==> config.mk <==
export PLATFORM = sky130hd
export DESIGN_NAME = video_timing_gen
export DESIGN_NICKNAME = d
export VERILOG_FILES = /design/src/rtl/video_pkg.sv /design/src/rtl/vtg_axis.sv /design/src/rtl/video_timing_gen.sv
export SDC_FILE = /design/constraint.sdc
export NUM_CORES = 1
export LEC_CHECK = 0
export ABC_CLOCK_PERIOD_IN_PS = 3300
export CAP_MARGIN = 20
export CORE_MARGIN = 5
export CORE_UTILIZATION = 55
export DETAILED_ROUTE_END_ITERATION = 8
export PLACE_DENSITY = 0.78
export RECOVER_POWER = 50
export SETUP_SLACK_MARGIN = 0.05
export SLEW_MARGIN = 20
export SYNTH_ARGS = -nofsm -noshare
export SYNTH_HDL_FRONTEND = slang
export SYNTH_SLANG_ARGS = --single-unit
==> constraint.sdc <==
create_clock -name clk -period 3.3 [get_ports clk]
set_clock_uncertainty 0.2 [all_clocks]
set_input_delay 0.66 -clock clk [delete_from_list [all_inputs] [get_ports clk]]
set_output_delay 0.66 -clock clk [all_outputs]
set_load 0.05 [all_outputs]
==> src/rtl/video_pkg.sv <==
// rtl/video_pkg.sv - shared state type, 1080p60 defaults and coordinate width
package video_pkg;

  localparam int COORD_W = 12;

  localparam int DEF_HACT = 1920;
  localparam int DEF_HFP  = 88;
  localparam int DEF_HSW  = 44;
  localparam int DEF_HBP  = 148;
  localparam int DEF_VACT = 1080;
  localparam int DEF_VFP  = 4;
  localparam int DEF_VSW  = 5;
  localparam int DEF_VBP  = 36;

  typedef enum logic [1:0] {
    ST_ACTIVE = 2'd0,
    ST_FP     = 2'd1,
    ST_SYNC   = 2'd2,
    ST_BP     = 2'd3
  } axis_state_e;

endpackage

==> src/rtl/vtg_axis.sv <==
// rtl/vtg_axis.sv - one timing axis: position counter, ACTIVE/FP/SYNC/BP FSM, wrap flag
module vtg_axis
  import video_pkg::*;
#(
  parameter int ACT = DEF_HACT,
  parameter int FP  = DEF_HFP,
  parameter int SW  = DEF_HSW,
  parameter int BP  = DEF_HBP
) (
  input  logic               clk_i,
  input  logic               rst_ni,
  input  logic               en_i,
  output logic [COORD_W-1:0] pos_o,
  output axis_state_e        state_o,
  output logic               wrap_o
);

  localparam int TOTAL = ACT + FP + SW + BP;
  localparam logic [COORD_W-1:0] POS_LAST = COORD_W'(TOTAL - 1);
  localparam logic [COORD_W-1:0] POS_FP   = COORD_W'(ACT);
  localparam logic [COORD_W-1:0] POS_SYNC = COORD_W'(ACT + FP);
  localparam logic [COORD_W-1:0] POS_BP   = COORD_W'(ACT + FP + SW);

  logic [COORD_W-1:0] pos_q, pos_d;
  axis_state_e        state_q, state_d;

  assign wrap_o = (pos_q == POS_LAST);

  // The state always describes pos_q, so it is chosen from the position being entered.
  always_comb begin
    pos_d   = wrap_o ? '0 : pos_q + 1'b1;
    state_d = state_q;
    if (pos_d == '0)            state_d = ST_ACTIVE;
    else if (pos_d == POS_FP)   state_d = ST_FP;
    else if (pos_d == POS_SYNC) state_d = ST_SYNC;
    else if (pos_d == POS_BP)   state_d = ST_BP;
  end

  always_ff @(posedge clk_i) begin
    if (!rst_ni) begin
      pos_q   <= '0;
      state_q <= ST_ACTIVE;
    end else if (en_i) begin
      pos_q   <= pos_d;
      state_q <= state_d;
    end
  end

  assign pos_o   = pos_q;
  assign state_o = state_q;

endmodule

==> src/rtl/video_timing_gen.sv <==
// rtl/video_timing_gen.sv - raster timing generator with registered hs/vs/de, pixel coordinates and sof
module video_timing_gen
  import video_pkg::*;
#(
  parameter int HACT = DEF_HACT,
  parameter int HFP  = DEF_HFP,
  parameter int HSW  = DEF_HSW,
  parameter int HBP  = DEF_HBP,
  parameter int VACT = DEF_VACT,
  parameter int VFP  = DEF_VFP,
  parameter int VSW  = DEF_VSW,
  parameter int VBP  = DEF_VBP
) (
  input  logic               clk,
  input  logic               rst,
  input  logic               en,
  output logic               hs,
  output logic               vs,
  output logic               de,
  output logic [COORD_W-1:0] hcnt,
  output logic [COORD_W-1:0] vcnt,
  output logic               sof
);

  if (HACT < 1 || HFP < 1 || HSW < 1 || HBP < 1 ||
      VACT < 1 || VFP < 1 || VSW < 1 || VBP < 1) begin : g_bad_zero
    $error("video_timing_gen: every timing parameter must be >= 1");
  end
  if (HACT + HFP + HSW + HBP > 4096 ||
      VACT + VFP + VSW + VBP > 4096) begin : g_bad_total
    $error("video_timing_gen: HTOTAL and VTOTAL must not exceed 4096");
  end

  logic [COORD_W-1:0] hpos, vpos;
  axis_state_e        hstate, vstate;
  logic               h_wrap, v_wrap;

  vtg_axis #(.ACT(HACT), .FP(HFP), .SW(HSW), .BP(HBP)) u_haxis (
    .clk_i   (clk),
    .rst_ni  (rst),
    .en_i    (en),
    .pos_o   (hpos),
    .state_o (hstate),
    .wrap_o  (h_wrap)
  );

  vtg_axis #(.ACT(VACT), .FP(VFP), .SW(VSW), .BP(VBP)) u_vaxis (
    .clk_i   (clk),
    .rst_ni  (rst),
    .en_i    (en && h_wrap),
    .pos_o   (vpos),
    .state_o (vstate),
    .wrap_o  (v_wrap)
  );

  // Set while the counters sit on (0,0): after reset or after the last pixel of a frame.
  logic at_origin_q;

  logic               hs_q, vs_q, de_q, sof_q;
  logic [COORD_W-1:0] hcnt_q, vcnt_q;
  logic               hs_d, vs_d, de_d;
  logic [COORD_W-1:0] hcnt_d, vcnt_d;

  always_comb begin
    de_d   = (hstate == ST_ACTIVE) && (vstate == ST_ACTIVE);
    hs_d   = (hstate == ST_SYNC);
    vs_d   = (vstate == ST_SYNC);
    hcnt_d = de_d ? hpos : '0;
    vcnt_d = (vstate == ST_ACTIVE) ? vpos : '0;
  end

  always_ff @(posedge clk) begin
    if (!rst) begin
      at_origin_q <= 1'b1;
      hs_q        <= 1'b0;
      vs_q        <= 1'b0;
      de_q        <= 1'b0;
      hcnt_q      <= '0;
      vcnt_q      <= '0;
      sof_q       <= 1'b0;
    end else if (en) begin
      at_origin_q <= h_wrap && v_wrap;
      hs_q        <= hs_d;
      vs_q        <= vs_d;
      de_q        <= de_d;
      hcnt_q      <= hcnt_d;
      vcnt_q      <= vcnt_d;
      sof_q       <= at_origin_q;
    end else begin
      // Stalled: everything holds except sof, which must stay a single pulse.
      sof_q <= 1'b0;
    end
  end

  assign hs   = hs_q;
  assign vs   = vs_q;
  assign de   = de_q;
  assign hcnt = hcnt_q;
  assign vcnt = vcnt_q;
  assign sof  = sof_q;

endmodule

# Word level (Yosys, flattened, before mapping)
# Cells that the tools add are included.
dict set report totals {
  latch_bits 0
  regBits 57
  mem_bits_ro 0
  out_inout_bits 28
  in_bits 3
  elab_cells 47
  memories 0
  ramBits 0
}
dict set report classes {
  bitwise_logic 0
  reduce_logical 12
  mux 12
  eq_ne 10
  addsub 2
  div_mod_pow 0
  n_mul 0
  n_lt_le_gt_ge 0
  shift 0
}
# operator n
set ops {}
lappend ops {{$eq 12x11->1 const B} 6}
lappend ops {{$mux 12} 4}
lappend ops {{$add 12x1->12 const B} 2}
lappend ops {{$eq 12x12->1 const B} 2}
lappend ops {{$logic_not 12->1} 2}
lappend ops {{$mux 2} 8}
lappend ops {{$reduce_bool 4->1} 2}
lappend ops {{$reduce_and 2->1} 3}
lappend ops {{$eq 2x2->1 const B} 2}
lappend ops {{$logic_not 2->1} 2}
lappend ops {{$logic_and 1x1->1} 3}

# Depth between registers and ports, before layout
dict set report depth {
  depth_word 7
  ltp_mapped 10
  depth_no_buf 9
}

# Hierarchy
# A second synthesis with hierarchy kept.
dict set report unflattened {
  cells_unflattened 353
  area_unflattened_um2 3210.6
}
# module cells_per_inst n_inst area_each_um2 seq_area_each_um2
set modules_own_cells {}
lappend modules_own_cells {{vtg_axis (u_vaxis)} 143 1 1146.1 280.3}
lappend modules_own_cells {{vtg_axis (u_haxis)} 134 1 1096.1 280.3}
lappend modules_own_cells {video_timing_gen 76 1 968.4 580.6}

# Worst setup path after synthesis
# Ideal clock, no wire load.
dict set report synth_path {
  path_kind {input -> register}
  start {input port en}
  end {register hcnt_q[0], in the netlist hcnt[0]}
  stages 6
  setup_ns 0.065
  arrival_time_ns 2.075
  t_required_ns 3.035
  n_path_buf 2
  path_slack_ns 0.959
  path_cell_list {clkbuf_1 nor3b_1 nor3b_1 clkbuf_1 a21oi_1 nor2b_1}
}
# element line
set synth_rtl {}
lappend synth_rtl {{from (decl)} video_timing_gen.sv:16} ;# input logic en,
lappend synth_rtl {{to (signal assigned)} video_timing_gen.sv:86} ;# hcnt_q <= hcnt_d;
lappend synth_rtl {{to (decl)} video_timing_gen.sv:60} ;# logic [COORD_W-1:0] hcnt_q, vcnt_q;

# Worst setup path after layout
dict set report layout_path {
  start {register u_vaxis.pos_q[0], in the netlist u_vaxis.pos_o[0]}
  end {register u_vaxis.state_q[1], in the netlist u_vaxis.state_o[1]}
}
dict set report layout_via {
  elab_chain_cells 6
  elab_cells_between_ends 12
  classes_between {add/sub (1); eq/ne (4); mux (4); reduce/logical (3)}
}
# element line
set layout_lines {}
lappend layout_lines {{from (decl)} vtg_axis.sv:24} ;# logic [COORD_W-1:0] pos_q, pos_d;
lappend layout_lines {{from (signal assigned)} vtg_axis.sv:44} ;# pos_q <= pos_d;
lappend layout_lines {{$add 12x1->12 or $eq 12x11->1 (tied branches)} {vtg_axis.sv:31, vtg_axis.sv:27}}
lappend layout_lines {{$mux 12 *} vtg_axis.sv:31} ;# pos_d = wrap_o ? '0 : pos_q + 1'b1;
lappend layout_lines {{$eq 12x11->1} vtg_axis.sv:35} ;# else if (pos_d == POS_SYNC) state_d = ST_SYNC;
lappend layout_lines {{$mux 2} vtg_axis.sv:35}
lappend layout_lines {{$mux 2} vtg_axis.sv:34} ;# else if (pos_d == POS_FP) state_d = ST_FP;
lappend layout_lines {{$mux 2} vtg_axis.sv:33} ;# if (pos_d == '0) state_d = ST_ACTIVE;
lappend layout_lines {{to (signal assigned)} vtg_axis.sv:45} ;# state_q <= state_d;
lappend layout_lines {{to (decl)} vtg_axis.sv:25} ;# axis_state_e state_q, state_d;
# Every way passes the cells marked *; elsewhere a longest branch is shown, timed or not.
# A chain may end at the register's enable or synchronous reset.

==> results.txt <==
* Yosys cell types: 61
* CTS tree: built
- Across every metal layer, demand over resource in global routing totals 0.213.
- Setup TNS: 0 ns
- Number of hold violations in the final report: 0
* Area growth from synthesis to layout: 10.1%
* # hold bufs at CTS: 0
* Clock tree sinks: 57
- The worst setup path is captured at a register.
- By count the netlist is led by sky130_fd_sc_hd__dfxtp_1 (57), sky130_fd_sc_hd__nor2b_1 (56), sky130_fd_sc_hd__a21oi_1 (35), sky130_fd_sc_hd__nand2_1 (31), sky130_fd_sc_hd__clkbuf_1 (19).
- Final std cell area, no fill: ~0.0037 mm2
* Unrepaired setup endpoints after global routing: false
* Number of buffer and inverter stages on the critical path: 0
* Half-perimeter wire length after detailed placement: 4.98 mm
- sky130_fd_sc_hd__dfxtp_1 is the most common cell in the netlist.
* Syn nets: 410
* Overall die area: 0.00771 mm2
- 0 antenna diodes ended up in the layout.
- Post-DP Area: 0.00352 mm2
- Clock latency on the worst-skew pair, taken at its later pin, is 0.33 ns.
* Comb power frac: 0.045
- In the final design database the tool counted 419 nets.
* Clock share of power: 0.424
- By startpoint and endpoint, the worst setup path is classified as reg -> reg.
- Max capacitance violation total: 0
* # Post-CTS Setup Buffers: 0
- Synthesis handed over a netlist of just over 400 instances.
- The internal power of the cells totals roughly 980 uW.
- The Yosys step of the flow raised 0 warnings.
- Die height: 87.8 um
- The startpoint identified for the worst register-to-register timing path is u_vaxis.pos_o[0].
* Worst setup path start: u_vaxis.pos_o[0]
- Total power draw: 1.31 mW
* Slowest cell on crit path: sky130_fd_sc_hd__dfxtp_1
- The share of synthesized area in the top cell type comes to 0.343.
- Number of remaining DRC errors: 0
- X dimension of the die: 87.8 um
- Class of the worst hold path: reg -> reg
* Average instance area after synthesis: 8.24 um2
- The layout has 544 filler cells.
* Core Area: 0.00592 mm2
- Wire length of the first global-routing pass: 13.0 mm
- The number of antenna violations at the first check in global routing came to 0.
- The count of nets left with antenna violations once routing finished came out at 0.
* Synth top area cells: sky130_fd_sc_hd__dfxtp_1 (34%), sky130_fd_sc_hd__nor2b_1 (11%), sky130_fd_sc_hd__a21oi_1 (5.3%)
* Average via count per standard cell: 5.65
* Post-synth EDFFs: 0
- In the final layout, the share of cells above drive strength 1 is 0.0885.
- Highest fanout seen on the critical path: 9
- After clock tree synthesis, the clock-pin slew on the worst setup and hold paths is 0.07 ns.
- Final setup violation count: 0
- Walking the worst path, the cells encountered are ha_1, nand2_1, o21a_1, nor4_1, a41oi_1, nor4b_2, a21oi_1, and3b_1.
- STA classifies the critical path startpoint as a register.
- The clock passes through at most 2 buffers.
* Routed Wire Length: roughly 7.5 mm
- Vias in the first global route: about 2700
- Largest stage delay, worst path: 0.49 ns
- Number of DRC markers after the initial detailed-route iteration: around 250
- Total CTS buffers: 9
- Of the total power, the share spent switching nets is 0.254.
- Cell taking the most area after synthesis: sky130_fd_sc_hd__dfxtp_1
- Areal power density over the cells: around 360 mW/mm2
- Of the available clock period, the critical path in the final layout requires 0.842.
* Max Freq: 0.360 GHz
* Required time of the worst setup path: 3.32 ns
- Count of pins over their slew limit: 0
* Largest net degree at the start of global routing: between 50 and 60
- Count of H-tree levels built during CTS: 3
- The worst pin sits at a relative slew slack of 0.412.
* CP top delay family: simple AND/OR/NAND/NOR gates
* Mean routed wirelength per cell: between 15 and 20 um
- The initial utilization of the core area, before any placement, comes to 0.563.
- Across all layers, the routed design uses 2783 vias.
- Sequential group share of total power: 0.531
* Root Buffer Master: sky130_fd_sc_hd__clkbuf_8
- Origin of the worst min-delay path: u_vaxis.state_o[0]
- Portion of the post-synthesis area used by sequential elements: 0.343
- For this run, asynchronously set or reset flops after synthesis account for 0.
- Row cnt: 28
- VDD sags by at most 0.287 mV.
- CP arrival: 2.80 ns
- The run finished with clean final reports.
- Actual slew at the worst max-slew pin: 0.875 ns
- Yosys reg bits: 57
* Final critical path time including I/O delays and setup: 2.78 ns
- The cell area that synthesis handed to floorplanning was 0.00333 mm2.
- In this run the power spent charging and discharging nets is 334 uW.
- Count of input and output buffers: 30
- Final weighted congestion in routability-driven placement: 0.962
- After global routing the overflow that remains totals 0.
- In the synthesized netlist the dominant register cell turns out to be sky130_fd_sc_hd__dfxtp_1.
- The first detailed-routing pass took 5 iterations.
- In this run, post-CTS repair resized a total of 0 instances.
- Leakage power: 1.24 nW
- 31 I/O pins were placed.
[power by group through the flow]
| stage | clock (mW) | combinational (mW) | sequential [mW] |
|---|---|---|---|
| after global routing | 0.608 | 0.0652 | 0.699 |
| after detailed placement | 0 | 0.0622 | 0.714 |
| after CTS | 0.567 | 0.0624 | 0.698 |
| after global placement | 0 | 0.0616 | 0.713 |
| after floorplan | 0 | 0.0407 | 0.721 |
| final | 0.557 | 0.0598 | 0.698 |
[metrics by stage]
step	std cells	util	hold WS, ns	setup WS, ns
after floorplan	404	-	0.236	0.959
after global placement	477	0.595	0.249	0.763
after detailed placement	477	0.595	0.274	0.653
after CTS	493	0.622	0.287	0.553
after global routing	493	0.619	0.321	0.285
final	493	0.619	0.285	0.521
[metal layers]
metal	global-route usage	part of all wire	wire length [um]
met5	0	0	0
met2	0.305	0.42	3130
met1	0.308	0.51	3840
met4	0.0879	0.020	151
met3	0.0442	0.050	374
[path summary, 6_finish.rpt]
path / cells past startpoint / slack (ns) / end
hold / removal: 2 / 0.29 / u_vaxis.state_o[0]
setup / recovery: 8 / 0.52 / u_vaxis.state_o[1]
hold reg to reg: 2 / 0.29 / u_vaxis.state_o[0]
setup reg to reg: 8 / 0.52 / u_vaxis.state_o[1]
[layout by cell type (no fill, tap or decap), drive strengths merged, types with 6 or more instances in the layout]
cell type and count:
or3 6, clkdlybuf4s50 23, nor2 17, a21oi 37
and2 14, and3 8, nand4 8, nor3 9
a21boi 7, o21ai 15, nand2 31, nor4 6
inv 6, nor2b 56, clkbuf 13, dfxtp 57
nand3 15, dlygate4sd3 6, xor2 8, xnor2 13
[flip-flops by register name, summed over array words and instances (netlist names)]
signal / count
at_origin_q: 1
de: 1
vcnt: 12
u_vaxis.pos_o: 12
sof: 1
u_haxis.state_o: 2
hs: 1
u_vaxis.state_o: 2
vs: 1
hcnt: 12
u_haxis.pos_o: 12
[cell type report]
type	count	area, um2	share of cell area
Multi-Input combinational cell	304	1920	0.525
Sequential cell	57	1140	0.311
Timing Repair Buffer	35	323	0.0881
Clock buffer	10	128	0.0348
Tap cell	75	93.8	0.0256
Clock inverter	6	35.0	0.00956
Inverter	6	22.5	0.00614
[worst reg2reg max path, delay by kind of cell, from the launching register on]
kind / cells / cell delay, ns
flops: 1 / 0.49
fa+ha+maj: 1 / 0.34
compound gates: 3 / 0.55
simple gates: 4 / 1.10
[cells by family (layout without fill, tap and decap cells)]
group,after synthesis,after routing,share of synthesized area
buffers and inverters,43,57,0.0774
and+or+nand+nor,192,192,0.343
muxes,4,4,0.0120
DFF,57,57,0.343
xor gates and xnor gates,21,21,0.0552
adders and majority gates,3,3,0.0113
AOI/OAI and AO/OA,84,84,0.159
Note: power is estimated with default switching activity, not from simulation.
